File: config.mk
export PLATFORM = sky130hd
export DESIGN_NAME = multicycle_control
export DESIGN_NICKNAME = d
export VERILOG_FILES = /design/src/rtl/ctrl_defs.sv /design/src/rtl/ctrl_outdecode.sv /design/src/rtl/multicycle_control.sv
export SDC_FILE = /design/constraint.sdc
export NUM_CORES = 1
export LEC_CHECK = 0
export ABC_AREA = 0
export BUFFER_PORTS_ARGS = -buffer_cell sky130_fd_sc_hd__buf_2
export CORE_AREA = 2 2 67 69
export CTS_CLUSTER_DIAMETER = 120
export DETAILED_ROUTE_END_ITERATION = 16
export DIE_AREA = 0 0 69 71
export PLACE_DENSITY = 0.77
export SKIP_CTS_REPAIR_TIMING = 1
export SKIP_LAST_GASP = 1
export SYNTH_ARGS = -nofsm -noshare
export SYNTH_HDL_FRONTEND = slang
export SYNTH_SLANG_ARGS = --single-unit
File: constraint.sdc
create_clock -name clk -period 2.6 [get_ports clk]
set_clock_uncertainty 0.05 [all_clocks]
set_input_delay 0.13 -clock clk [delete_from_list [all_inputs] [get_ports clk]]
set_output_delay 0.13 -clock clk [all_outputs]
set_load 0.02 [all_outputs]
File: src/rtl/ctrl_defs.sv
// Shared constants for the multicycle MIPS-subset controller: state codes,
// opcodes, datapath select encodings and the bundled control-word type.
package ctrl_defs;

  // State codes (4-bit; 13..15 are unused and recover to FETCH)
  localparam logic [3:0] S_FETCH  = 4'd0;
  localparam logic [3:0] S_DECODE = 4'd1;
  localparam logic [3:0] S_MEMADR = 4'd2;
  localparam logic [3:0] S_MEMRD  = 4'd3;
  localparam logic [3:0] S_MEMWB  = 4'd4;
  localparam logic [3:0] S_MEMWR  = 4'd5;
  localparam logic [3:0] S_EXEC   = 4'd6;
  localparam logic [3:0] S_RWB    = 4'd7;
  localparam logic [3:0] S_BRANCH = 4'd8;
  localparam logic [3:0] S_JUMP   = 4'd9;
  localparam logic [3:0] S_JAL    = 4'd10;
  localparam logic [3:0] S_ADDIEX = 4'd11;
  localparam logic [3:0] S_ADDIWB = 4'd12;

  // Opcodes (instruction bits 31:26)
  localparam logic [5:0] OP_R    = 6'h00;
  localparam logic [5:0] OP_LW   = 6'h23;
  localparam logic [5:0] OP_SW   = 6'h2B;
  localparam logic [5:0] OP_BEQ  = 6'h04;
  localparam logic [5:0] OP_J    = 6'h02;
  localparam logic [5:0] OP_JAL  = 6'h03;
  localparam logic [5:0] OP_ADDI = 6'h08;

  // ALU operation
  localparam logic [2:0] ALU_ADD   = 3'b000;
  localparam logic [2:0] ALU_SUB   = 3'b001;
  localparam logic [2:0] ALU_FUNCT = 3'b010;

  // Write-register select
  localparam logic [1:0] RD_RT  = 2'b00;
  localparam logic [1:0] RD_RD  = 2'b01;
  localparam logic [1:0] RD_R31 = 2'b10;

  // Write-data select
  localparam logic [1:0] MTR_ALU = 2'b00;
  localparam logic [1:0] MTR_MEM = 2'b01;
  localparam logic [1:0] MTR_PC  = 2'b10;

  // ALU B operand select
  localparam logic [1:0] SRCB_RT      = 2'b00;
  localparam logic [1:0] SRCB_FOUR    = 2'b01;
  localparam logic [1:0] SRCB_IMM     = 2'b10;
  localparam logic [1:0] SRCB_IMM_SL2 = 2'b11;

  // Next-PC select
  localparam logic [1:0] PCS_ALU    = 2'b00;
  localparam logic [1:0] PCS_ALUOUT = 2'b01;
  localparam logic [1:0] PCS_JUMP   = 2'b10;

  // One state's worth of datapath controls
  typedef struct packed {
    logic       pc_en;
    logic       iord;
    logic       memread;
    logic       memwrite;
    logic       irwrite;
    logic [1:0] regdest;
    logic [1:0] memtoreg;
    logic       regwrite;
    logic       alusrca;
    logic [1:0] alusrcb;
    logic [2:0] aluop;
    logic [1:0] pcsource;
  } ctrl_t;

endpackage

File: src/rtl/ctrl_outdecode.sv
// Combinational state-to-control decoder (Moore outputs, except that the
// FETCH loads follow mem_ready and the BRANCH PC load follows the zero flag).
module ctrl_outdecode
  import ctrl_defs::*;
(
  input  logic [3:0] state,
  input  logic       mem_ready,
  input  logic       zout,
  output ctrl_t      ctrl
);

  // Every field defaults to 0; each state raises only what it uses
  always_comb begin
    ctrl = '0;
    case (state)
      S_FETCH: begin
        ctrl.memread  = 1'b1;
        ctrl.alusrcb  = SRCB_FOUR;
        ctrl.aluop    = ALU_ADD;
        ctrl.pcsource = PCS_ALU;
        ctrl.irwrite  = mem_ready;
        ctrl.pc_en    = mem_ready;
      end
      S_DECODE: begin
        ctrl.alusrcb = SRCB_IMM_SL2;
        ctrl.aluop   = ALU_ADD;
      end
      S_MEMADR, S_ADDIEX: begin
        ctrl.alusrca = 1'b1;
        ctrl.alusrcb = SRCB_IMM;
        ctrl.aluop   = ALU_ADD;
      end
      S_MEMRD: begin
        ctrl.memread = 1'b1;
        ctrl.iord    = 1'b1;
      end
      S_MEMWB: begin
        ctrl.regwrite = 1'b1;
        ctrl.memtoreg = MTR_MEM;
        ctrl.regdest  = RD_RT;
      end
      S_MEMWR: begin
        ctrl.memwrite = 1'b1;
        ctrl.iord     = 1'b1;
      end
      S_EXEC: begin
        ctrl.alusrca = 1'b1;
        ctrl.alusrcb = SRCB_RT;
        ctrl.aluop   = ALU_FUNCT;
      end
      S_RWB: begin
        ctrl.regwrite = 1'b1;
        ctrl.regdest  = RD_RD;
      end
      S_ADDIWB: begin
        ctrl.regwrite = 1'b1;
        ctrl.regdest  = RD_RT;
      end
      S_BRANCH: begin
        ctrl.alusrca  = 1'b1;
        ctrl.aluop    = ALU_SUB;
        ctrl.pcsource = PCS_ALUOUT;
        ctrl.pc_en    = zout;
      end
      S_JUMP: begin
        ctrl.pcsource = PCS_JUMP;
        ctrl.pc_en    = 1'b1;
      end
      S_JAL: begin
        ctrl.pcsource = PCS_JUMP;
        ctrl.pc_en    = 1'b1;
        ctrl.regwrite = 1'b1;
        ctrl.regdest  = RD_R31;
        ctrl.memtoreg = MTR_PC;
      end
      default: ctrl = '0;
    endcase
  end

endmodule

File: src/rtl/multicycle_control.sv
// Multicycle sequencer: state register, next-state logic, reset gating of the
// enables/strobes, illegal-opcode flag and the retired-instruction counter.
module multicycle_control
  import ctrl_defs::*;
(
  input  logic        clk,
  input  logic        rst,
  input  logic [5:0]  opcode,
  input  logic        zout,
  input  logic        mem_ready,
  output logic        pc_en,
  output logic        iord,
  output logic        memread,
  output logic        memwrite,
  output logic        irwrite,
  output logic [1:0]  regdest,
  output logic [1:0]  memtoreg,
  output logic        regwrite,
  output logic        alusrca,
  output logic [1:0]  alusrcb,
  output logic [2:0]  aluop,
  output logic [1:0]  pcsource,
  output logic        illegal,
  output logic [3:0]  state,
  output logic [31:0] instret
);

  logic [3:0]  state_reg;
  logic [3:0]  state_next;
  logic [31:0] instret_reg;
  logic        retire;
  logic        legal;
  ctrl_t       ctrl;

  ctrl_outdecode u_outdecode (
    .state     (state_reg),
    .mem_ready (mem_ready),
    .zout      (zout),
    .ctrl      (ctrl)
  );

  // Recognise the implemented opcodes
  always_comb begin
    case (opcode)
      OP_R, OP_LW, OP_SW, OP_BEQ, OP_J, OP_JAL, OP_ADDI: legal = 1'b1;
      default:                                           legal = 1'b0;
    endcase
  end

  // Next state and retirement; every final state of an instruction returns to FETCH
  always_comb begin
    state_next = S_FETCH;
    retire     = 1'b0;
    case (state_reg)
      S_FETCH:  state_next = mem_ready ? S_DECODE : S_FETCH;
      S_DECODE: begin
        case (opcode)
          OP_R:         state_next = S_EXEC;
          OP_LW, OP_SW: state_next = S_MEMADR;
          OP_BEQ:       state_next = S_BRANCH;
          OP_J:         state_next = S_JUMP;
          OP_JAL:       state_next = S_JAL;
          OP_ADDI:      state_next = S_ADDIEX;
          default:      state_next = S_FETCH;
        endcase
      end
      S_MEMADR: state_next = (opcode == OP_LW) ? S_MEMRD : S_MEMWR;
      S_MEMRD:  state_next = mem_ready ? S_MEMWB : S_MEMRD;
      S_MEMWR: begin
        state_next = mem_ready ? S_FETCH : S_MEMWR;
        retire     = mem_ready;
      end
      S_EXEC:   state_next = S_RWB;
      S_ADDIEX: state_next = S_ADDIWB;
      S_MEMWB, S_RWB, S_ADDIWB, S_BRANCH, S_JUMP, S_JAL: begin
        state_next = S_FETCH;
        retire     = 1'b1;
      end
      default:  state_next = S_FETCH;
    endcase
  end

  // State register
  always_ff @(posedge clk or posedge rst) begin
    if (rst) state_reg <= S_FETCH;
    else     state_reg <= state_next;
  end

  // Retired-instruction counter, wraps naturally at 2^32
  always_ff @(posedge clk or posedge rst) begin
    if (rst)         instret_reg <= '0;
    else if (retire) instret_reg <= instret_reg + 32'd1;
  end

  // Enables and strobes are held low for the whole reset; selects pass through
  assign pc_en    = ctrl.pc_en    & ~rst;
  assign memread  = ctrl.memread  & ~rst;
  assign memwrite = ctrl.memwrite & ~rst;
  assign irwrite  = ctrl.irwrite  & ~rst;
  assign regwrite = ctrl.regwrite & ~rst;
  assign illegal  = (state_reg == S_DECODE) & ~legal & ~rst;
  assign iord     = ctrl.iord;
  assign regdest  = ctrl.regdest;
  assign memtoreg = ctrl.memtoreg;
  assign alusrca  = ctrl.alusrca;
  assign alusrcb  = ctrl.alusrcb;
  assign aluop    = ctrl.aluop;
  assign pcsource = ctrl.pcsource;
  assign state    = state_reg;
  assign instret  = instret_reg;

endmodule

# After elaboration in Yosys (flattened, before gate mapping)
# Cells that the tools add are included.
dict set report totals {
  regBits 36
  latchBits 0
  ram_bits 0
  romBits 0
  input_bits 10
  output_inout_bits 55
  elab_cells 61
  mem_count 0
}
dict set report op_classes {
  addsub 1
  mul 0
  n_div 0
  order_cmp 0
  eq_ne 18
  shift 0
  mux 20
  bitwise_logic 9
  reduce_logical 11
}
# cell count
set op_table {}
lappend op_table {{$add A32 B1 Y32 const B} 1}
lappend op_table {{$pmux W4 S7} 1}
lappend op_table {{$pmux W4 S6} 1}
lappend op_table {{$eq A4 B4 Y1 const B} 5}
lappend op_table {{$eq A4 B3 Y1 const B} 4}
lappend op_table {{$pmux W2 S2} 4}
lappend op_table {{$eq A6 B2 Y1 const B} 2}
lappend op_table {{$eq A6 B6 Y1 const B} 2}
lappend op_table {{$reduce_or A2 Y1} 5}
lappend op_table {{$mux W3} 3}
lappend op_table {{$eq A4 B2 Y1 const B} 2}
lappend op_table {{$mux W1} 8}
lappend op_table {{$reduce_or A4 Y1} 2}
lappend op_table {{$and A1 B1 Y1} 7}
lappend op_table {{$reduce_or A7 Y1} 1}
lappend op_table {{$eq A6 B3 Y1 const B} 1}
lappend op_table {{$eq A6 B4 Y1 const B} 1}
lappend op_table {{$logic_not A6 Y1} 1}
lappend op_table {{$pmux W2 S3} 1}
lappend op_table {{$reduce_or A6 Y1} 1}
lappend op_table {{$eq A4 B1 Y1 const B} 1}
lappend op_table {{$logic_not A4 Y1} 1}
lappend op_table {{$pmux W1 S3} 1}
lappend op_table {{$not A1 Y1} 2}
lappend op_table {{$pmux W1 S2} 1}

# Logic depth before layout (Yosys ltp)
# Gate-level depths: netlist of the first run.
dict set report logic_depth {
  word_depth 6
  ltp_mapped 7
  ltp_nobuf 5
}

# Cells and area by module
# Synthesis of the first run repeated with hierarchy kept, for this count alone.
dict set report unflattened {
  hier_cells 242
  hier_area_um2 2343.5
}
# module instances cells_each area_per_inst_um2 seq_area_each_um2
set modules_own_cells {}
lappend modules_own_cells {multicycle_control 1 200 2040.7 900.9}
lappend modules_own_cells {ctrl_outdecode 1 42 302.8 0.0}

# Least setup slack after synthesis of the first run
# Ideal clock, no wire load.
dict set report synth_timing {
  path_kind {input port to output port}
  start {input port rst}
  end {output port irwrite}
  t_arrival_ns 1.909
  required_ns 2.420
  setup_slack_ns 0.511
  path_stages 3
  path_buffers 0
  cell_sequence {inv_1 > nand2_1 > nor4b_1}
}
dict set report synth_between {
  elab_chain_cells 2
}
# element line
set synth_rtl {}
lappend synth_rtl {{start, declared} multicycle_control.sv:7} ;# input logic rst,
lappend synth_rtl {{$not A1 Y1} multicycle_control.sv:99} ;# assign irwrite = ctrl.irwrite & ~rst;
lappend synth_rtl {{$and A1 B1 Y1} multicycle_control.sv:99}
lappend synth_rtl {{end, declared} multicycle_control.sv:15} ;# output logic irwrite,
# No other way between the ends.

# Worst setup path in the final report of the first run
dict set report layout_timing {
  start {register state_reg[2] (netlist: state[2])}
  end {register instret_reg[30] (netlist: instret[30])}
}
dict set report layout_between {
  elab_chain_cells 3
  elab_cells_between_ends 9
  cone_classes {eq/ne (7); mux (1); reduce/logical (1)}
}
# element line
set layout_rtl {}
lappend layout_rtl {{start, declared} multicycle_control.sv:28} ;# logic [3:0] state_reg;
lappend layout_rtl {{start signal, assigned} multicycle_control.sv:86} ;# else state_reg <= state_next;
lappend layout_rtl {{$eq A4 B3 Y1 / $eq A4 B4 Y1 (equally long branches)} multicycle_control.sv:54} ;# case (state_reg)
lappend layout_rtl {{$reduce_or A6 Y1} multicycle_control.sv:54}
lappend layout_rtl {{$pmux W1 S2 (*)} multicycle_control.sv:54}
lappend layout_rtl {{end signal, assigned} multicycle_control.sv:92} ;# else if (retire) instret_reg <= instret_reg + 32'd1;
lappend layout_rtl {{end, declared} multicycle_control.sv:30} ;# logic [31:0] instret_reg;
# Mark *: on every way between the ends. The rest lies on a longest branch, timed or not.
# A chain may end at the register's enable or synchronous reset.

==> key figures, run 1 <==
Drt
  • WL final: 4.42 mm
  • Drt drc: 0
  • WL/cell: 13.2 microns
  • Via Count: 1812
  • Initial DRC Count: 88
  • Pre-antenna DRT Iters: 4
  • Routed Antenna Nets: 0
  • DR vias/cell: 5.43

Clock tree
  • CTS max path bufs: 2
  • CTS tree: yes
  • CTS buffer count: 5
  • Clock sink total: 36
  • Root cell of the clock tree: clkbuf_8
  • H-tree depth: 2
  • Reg clk slew, reported paths: 0.06 ns
  • Clk_lat worst skew: between 0.2 and 0.3 ns

Synth
  • EDFF count, synth: 0
  • Most used DFF post-synth: dfrtp_1
  • Synth unique cells: 42
  • Post-synthesis register bit count: 36
  • Yosys warnings: 0
  • Sequential area share after synthesis: 43.2%
  • Mean post-synth cell area: ~9.6 sq um
  • Net Count, Synth: 229
  • Asr flop ratio synth: between 90% and 100%
  • Cell count after synthesis: 218
  • Syn Std Cell Area: between 2000 and 2500 sq um

Die
  • Die W: 69 microns
  • Die ar.: 4900 sq um
  • FP Rows: 24
  • IO Pins: 65
  • Die Span Y: 71 microns
  • Initial Util: between 40% and 50%
  • Core area: around 4200 sq um

Timing
  • Final Hold Vio Count: 0
  • Fmax: 0.471 GHz
  • Slew Viols, Final: 0
  • Total Neg Setup Slack: 0 ns
  • RSZ-0062 raised after global routing: no
  • Min Tclk post-route: 2.13 ns
  • Final Setup Violations: 0
  • Final Cycle Share: between 80% and 90%

Final layout
  • ANT cells: 0
  • Nets: ~300
  • Largest register FFs: 32
  • Share of cells above drive strength 1: 29.4%
  • Fillers: 385
  • Syn-to-layout area delta: 20.0%
  • Utilization after layout: 59.6%

Setup path
  • CP Data Required Time: 2.71 ns
  • Crit path DAT: 2.24 ns
  • Crit-path cells: and2_1 -> a221oi_4 -> and4_4 -> nand3_2 -> xnor2_1
  • CP Max Fanout: 14
  • Crit. End Element: register
  • Worst path slowest cell: dfrtp_1
  • Max stage delay on crit path: ~0.53 ns
  • Crit path launch type: register
  • Kind of critical path: register to register

GRT
  • Initial antenna violation count: 0
  • Gr usage total: between 10% and 20%
  • Global-route wire length before repair: 7.42 mm
  • Pin count of the biggest net entering global routing: 37
  • Vias in the first global route: 1633
  • Overflow after GRT: 0

Place
  • RD Place Congestion: 0.861
  • Input/output buffers: 63
  • HPWL after DPL: 3.25 mm

Status
  • Status: finished clean

Run
  • Max Cap Viol: 0

Min path
  • HP Class: input pin to register

Power
  • Peak supply drop: 0.000262 V
  • Total power: 1.34 mW
  • Leakage: 1.26 nW
  • Pwr dens: roughly 540 nW/um^2
power breakdown:
part           switching [mW]  internal, mW  leakage, nW
clock network           0.185         0.182       0.0410
logic                   0.204         0.121        0.739
registers              0.0522         0.598        0.483
total                   0.441         0.900         1.26
logic make-up (layout without fill, tap and decap cells):
logic type               after synthesis  after routing  synth area share [%]
XOR/XNOR                              35             35                  15.1
AND/OR/NAND/NOR                      104            104                  27.4
other                                  1              1                 0.180
adder cells (fa/ha/maj)                1              1                 0.600
buffers and inverters                 15             79                  4.38
multiplexers                           1              1                 0.540
AO/OA/AOI/OAI                         25             25                  8.64
flip-flops                            36             36                  43.2
worst max-delay path, delay by kind of cell (launching register included):
family,cells,cell delay [ns]
compound gates,1,0.46
flops,1,0.53
xor+xnor,1,0.16
simple gates,3,0.81
stage by stage:
stage               area [sq um]  hold WS, ns  setup slack [ns]  cells
floorplan                   2090        0.255             0.511    218
global placement            2420        0.280             0.565    326
detailed placement          2420        0.280             0.478    326
CTS                         2490      -0.0287             0.464    333
global route                2500        0.186             0.334    334
finish                      2500        0.166             0.475    334
placed cells by master, fill, tap and decap left out, drive strengths merged, types with 5 or more instances in the layout:
cell type  netlist  routed
nor3            10      10
xor2            10      10
and3             5       5
nand3           16      16
buf              5      66
nand2           20      20
inv              5       5
nor2            26      26
a21oi            8       8
clkbuf           5       6
nand4           10      10
nand2b           5       5
xnor2           25      25
dfrtp           36      36
cell type report:
type / instances / area (sq um) / share of cell area, %
multi-input cells: 167 / 1090 / 43.7
clock inverters: 1 / 5.00 / 0.200
clock buffers: 6 / 72.6 / 2.90
well taps: 52 / 65.1 / 2.60
inverters: 5 / 18.8 / 0.750
flip-flops and latches: 36 / 901 / 36.0
repair buffers: 67 / 348 / 13.9
cell usage after synthesis (2+ instances only):
library cell,count,area [sq um]
o21ai_0,4,20.0
o32a_1,2,20.0
buf_4,3,22.5
nor2_1,26,97.6
nand3_2,5,50.1
xnor2_1,24,210
inv_1,5,18.8
dfrtp_1,36,901
clkbuf_1,5,18.8
and3_1,5,31.3
o22ai_1,2,12.5
or4_1,2,15.0
nand3_1,11,55.1
nand2b_1,5,31.3
xor2_1,10,87.6
o21bai_1,2,15.0
nor3_1,10,50.1
nand4_1,9,56.3
a21oi_1,8,40.0
nand2_1,20,75.1
nor4_1,3,18.8
path summary, 6_finish.rpt:
check,from,endpoint,slack [ns],depth (start not counted)
worst max-delay path,state[2],instret[30],0.47,5
worst min-delay path,opcode[4],state[3],0.17,4
worst max register to register,state[2],instret[30],0.47,5
worst min register to register,instret[31],instret[31],0.41,1
max in group asynchronous,rst,instret[8],1.67,4
min in group asynchronous,rst,state[3],0.51,4
per-layer routing:
metal | vias to the layer above | wire (microns) | track usage (%)
li1 | 885 | - | -
met1 | 857 | 1960 | 24.2
met2 | 65 | 2140 | 30.8
met3 | 5 | 259 | 4.70
met4 | 0 | 60 | 7.19
met5 | - | 0 | 0
No activity file was read; power rests on OpenSTA's default activity.
==> run 2: changes to the inputs <==
==> constraint.sdc (replaced) <==
create_clock -name clk -period 2.2 [get_ports clk]
set_clock_uncertainty 0.05 [all_clocks]
set_input_delay 0.11 -clock clk [delete_from_list [all_inputs] [get_ports clk]]
set_output_delay 0.11 -clock clk [all_outputs]
set_load 0.02 [all_outputs]
==> key figures, run 2 (synthesized netlist as in run 1, its figures left out) <==
Status
  • Status: finished clean

Place
  • DP Cell Count: 329
  • Input/output buffers: 63
  • RD Place Congestion: approximately 0.83
  • Dpl ws: about 0.32 ns
  • HPWL after DPL: 3.24 mm

Timing
  • RSZ-0062 raised after global routing: no
  • Slew Viols, Final: 0
  • Final Hold Vio Count: 0
  • Final setup margin: 0.199 ns
  • Fmax: 0.500 GHz
  • Total Neg Setup Slack: 0 ns
  • Min Tclk post-route: 2.00 ns
  • Final Cycle Share: 90.9%
  • Final worst hold slack: between 0.1 and 0.15 ns
  • Final Setup Violations: 0

Drt
  • WL final: 4.41 mm
  • Initial DRC Count: 77
  • WL/cell: 13.1 microns
  • Drt drc: 0
  • Met3 Wirelength: 270 microns
  • Met2 WL: 2.13 mm
  • Via Count: 1820
  • Routed metal-1 wirelength: ~1.9 mm
  • Routed Antenna Nets: 0
  • DR vias/cell: between 5 and 6
  • Pre-antenna DRT Iters: 4
  • DR top layer: met4

Clock tree
  • CTS buffer count: 5
  • CTS tree: yes
  • Clock sink total: 36
  • H-tree depth: 2
  • Reg clk slew, reported paths: ~0.07 ns
  • CTS max path bufs: 2
  • Clk_lat worst skew: just under 0.3 ns
  • Root cell of the clock tree: clkbuf_8

Final layout
  • Commonest cells after routing, fill and taps aside: 63 x buf_2, 36 x dfrtp_1, 26 x nor2_1
  • Finished Layout Cells: 338
  • ANT cells: 0
  • Commonest non-fill, non-tap cell in the layout: buf_2
  • Share of cells above drive strength 1: 30.4%
  • Nets: about 300
  • Fillers: 406
  • Largest register FFs: 32
  • Syn-to-layout area delta: 22.6%
  • Utilization after layout: between 60% and 70%

GRT
  • Pin count of the biggest net entering global routing: 37
  • Initial antenna violation count: 0
  • Global-route wire length before repair: 7.34 mm
  • Overflow after GRT: 0
  • Vias in the first global route: 1617
  • Gr usage total: 18.5%

Min path
  • HP Class: input pin to register

Setup path
  • Crit path launch type: register
  • Crit-path cells: buf_4 -> nor2_1 -> nand2_1 -> nor4b_1 -> buf_2
  • CP Data Required Time: 2.04 ns
  • CP Max Fanout: 8
  • Worst path slowest cell: dfrtp_1
  • Crit path DAT: between 1.5 and 2 ns
  • Kind of critical path: register to output pin
  • CP bufs+invs: 2
  • Crit. End Element: output pin
  • Max stage delay on crit path: around 0.46 ns
  • CP delay by family, top: simple AND/OR/NAND/NOR gates

Power
  • Comb power frac: 22.5%
  • Register share of total power: between 40% and 50%
  • Clock power share: 32.9%
  • Net Sw Frac: 30.9%
  • Internal: 1.19 mW
  • Leakage: 1.29 nW
  • Peak supply drop: 0.000278 V
  • Switching pwr: roughly 0.53 mW
  • Pwr dens: 673 nW/um^2

Die
  • Core area: 4200 sq um
  • Die W: 69 microns
  • IO Pins: 65
  • Die ar.: 4900 sq um
  • Initial Util: 49.6%
  • Die Span Y: 71 microns
  • FP Rows: 24

Run
  • Max Cap Viol: 0
run 2: changes by cell type in the layout (fill, tap and decap cells not counted), sizes merged:
cell,change
buf,+3
bufinv,+1
run 2: per-stage QoR:
stage / instance area, sq um / power (mW)
floorplan: 2090 / 1.04
detailed placement: 2440 / 1.17
finish: 2560 / 1.72
CTS: 2550 / 1.73
global route: 2560 / 1.81
global placement: 2440 / 1.15
run 2: cell type report:
type / count / area, sq um / share of cell area [%]
flip-flops and latches: 36 / 901 / 35.2
repair buffers: 70 / 370 / 14.5
inverters: 5 / 18.8 / 0.734
multi-input cells: 167 / 1090 / 42.8
clock buffers: 6 / 72.6 / 2.84
well taps: 52 / 65.1 / 2.55
clock inverters: 2 / 35.0 / 1.37
run 2: worst reg2reg max path: stages, from the launching register on:
cell      delay (ns)
dfrtp_1         0.46
and2_1          0.22
a221oi_4        0.35
and4_4          0.40
nand4_1         0.15
xnor2_1         0.15
run 2: routing by layer:
layer  track usage [%]  vias to the layer above
li1                  -                      896
met1              23.6                      859
met2              30.2                       61
met3              3.99                        4
met4              8.50                        0
met5                 0                        -
run 2: power by group through the flow:
stage | Combinational (mW) | Clock [mW] | Sequential [mW]
after global routing | 0.427 | 0.610 | 0.773
after global placement | 0.379 | 0 | 0.775
after floorplan | 0.217 | 0 | 0.820
after CTS | 0.389 | 0.578 | 0.767
final | 0.387 | 0.567 | 0.767
after detailed placement | 0.388 | 0 | 0.779
run 2: path summary, 6_finish.rpt:
| check | slack (ns) | depth (start not counted) | startpoint | to |
|---|---|---|---|---|
| min in group asynchronous | 0.48 | 4 | rst | state[2] |
| setup / recovery | 0.20 | 5 | state[2] | irwrite |
| max in group asynchronous | 1.30 | 4 | rst | instret[27] |
| hold / removal | 0.14 | 3 | opcode[1] | state[1] |
| setup reg to reg | 0.32 | 5 | state[2] | instret[22] |
| hold reg to reg | 0.41 | 1 | instret[31] | instret[31] |
==> run 3: changes to the inputs <==
==> constraint.sdc (replaced) <==
create_clock -name clk -period 2.3 [get_ports clk]
set_clock_uncertainty 0.05 [all_clocks]
set_input_delay 0.115 -clock clk [delete_from_list [all_inputs] [get_ports clk]]
set_output_delay 0.115 -clock clk [all_outputs]
set_load 0.02 [all_outputs]
==> key figures, run 3 (synthesized netlist as in run 1, its figures left out) <==
Clock tree
  • H-tree depth: 2
  • Clock sink total: 36
  • Reg clk slew, reported paths: 0.07 ns
  • CTS tree: yes
  • Root cell of the clock tree: clkbuf_8
  • Clk_lat worst skew: 0.28 ns
  • CTS buffer count: 5
  • CTS max path bufs: 2

Final layout
  • Largest register FFs: 32
  • Share of cells above drive strength 1: 30.3%
  • Commonest non-fill, non-tap cell in the layout: buf_2
  • ANT cells: 0
  • Syn-to-layout area delta: 21.7%
  • Fillers: 384
  • Final instance area: 2540 sq um
  • Commonest cells after routing, fill and taps aside: 63 x buf_2, 36 x dfrtp_1, 26 x nor2_1
  • Nets: 295

Power
  • Net Sw Frac: between 30 and 40%
  • Leakage: between 1 and 1.5 nW
  • Internal: ~1.1 mW
  • Comb power frac: 23.5%
  • Peak supply drop: 0.000348 V
  • Switching pwr: between 0.4 and 0.5 mW
  • Clock power share: 30.1%
  • Register share of total power: 46.4%
  • Pwr dens: 619 nW/um^2

GRT
  • Gr usage total: 19.0%
  • Pin count of the biggest net entering global routing: 37
  • Global-route wire length before repair: 7.56 mm
  • Overflow after GRT: 0
  • Vias in the first global route: 1703
  • Initial antenna violation count: 0

Timing
  • Final setup margin: roughly 0.32 ns
  • Final Hold Vio Count: 0
  • Final Cycle Share: 86.1%
  • Fmax: 0.505 GHz
  • Total Neg Setup Slack: 0 ns
  • Slew Viols, Final: 0
  • RSZ-0062 raised after global routing: no
  • Final Setup Violations: 0
  • Min Tclk post-route: approximately 2.0 ns

Drt
  • Pre-antenna DRT Iters: 4
  • WL final: 4.41 mm
  • Via Count: 1790
  • Initial DRC Count: about 150
  • Routed Antenna Nets: 0
  • WL/cell: 13.1 microns
  • Drt drc: 0
  • DR vias/cell: between 5 and 6

Status
  • Status: finished clean

Min path
  • HP Class: input pin to register
  • Worst hold path cell count: 3
  • Hold Path End: state[1]
  • Hold_sp: opcode[0]

Place
  • Dpl ws: approximately 0.40 ns
  • RD Place Congestion: between 0.7 and 0.8
  • Input/output buffers: 63
  • DP Area: 2430 sq um
  • HPWL after DPL: 3.24 mm

Setup path
  • Kind of critical path: register to output pin
  • R2r setup slk: 0.37 ns
  • Start of the worst register-to-register path: state[2]
  • Crit path launch type: register
  • Reg2reg end: instret[22]
  • CP Max Fanout: 12
  • Crit. End Element: output pin
  • CP Data Required Time: 2.13 ns
  • Cell count of the worst reg-to-reg path: 5
  • Crit path DAT: approximately 1.8 ns

Die
  • Core area: 4200 sq um
  • Initial Util: between 40% and 50%
  • Die Span Y: 71 microns
  • FP Rows: 24
  • IO Pins: 65
  • Die ar.: 4900 sq um
  • Die W: 69 microns

Run
  • Max Cap Viol: 0
==> run 3: cell type report <==
type	count	area, sq um	share of cell area (%)
clock buffer	7	96.3	3.80
inverter	5	18.8	0.740
multi-input combinational	167	1090	43.1
sequential	36	901	35.5
tap	52	65.1	2.56
timing repair buffer	69	363	14.3
==> run 3: worst max-delay path by stage <==
stage                             end     start  slack, ns  cells after the start
after floorplan               irwrite       rst       0.24                      3
after global placement    instret[22]  state[2]       0.44                      5
after detailed placement  instret[22]  state[2]       0.40                      5
after CTS                     irwrite  state[2]       0.30                      5
after global routing          irwrite  state[2]       0.16                      5
final                         irwrite  state[2]       0.32                      5
==> run 3: per-layer routing <==
layer	wire, microns	global-route usage [%]
met1	1950	23.3
met2	2150	33.4
met3	251	3.99
met4	55	6.54
met5	0	0
==> run 3: critical path, stage by stage, from the launching register on <==
cell,delay (ns)
dfrtp_1,0.40
buf_4,0.18
nor2_1,0.28
nand2_1,0.16
nor4b_1,0.30
buf_2,0.22
==> run 3: power groups by stage <==
stage	Sequential (mW)	Clock [mW]	Combinational, mW
3_3_place_gp	0.740	0	0.361
6_report	0.729	0.473	0.369
5_1_grt	0.738	0.514	0.407
2_1_floorplan	0.784	0	0.208
4_1_cts	0.730	0.487	0.369
3_5_place_dp	0.741	0	0.369
==> run 3: per-stage QoR <==
stage | power (mW) | hold WS (ns) | std cells | utilization [%]
after floorplan | 0.992 | 0.240 | 218 | -
after global placement | 1.10 | 0.262 | 328 | 57.8
after detailed placement | 1.11 | 0.266 | 328 | 57.8
after CTS | 1.59 | -0.0420 | 335 | 60.1
after global routing | 1.66 | 0.170 | 336 | 60.4
final | 1.57 | 0.147 | 336 | 60.4
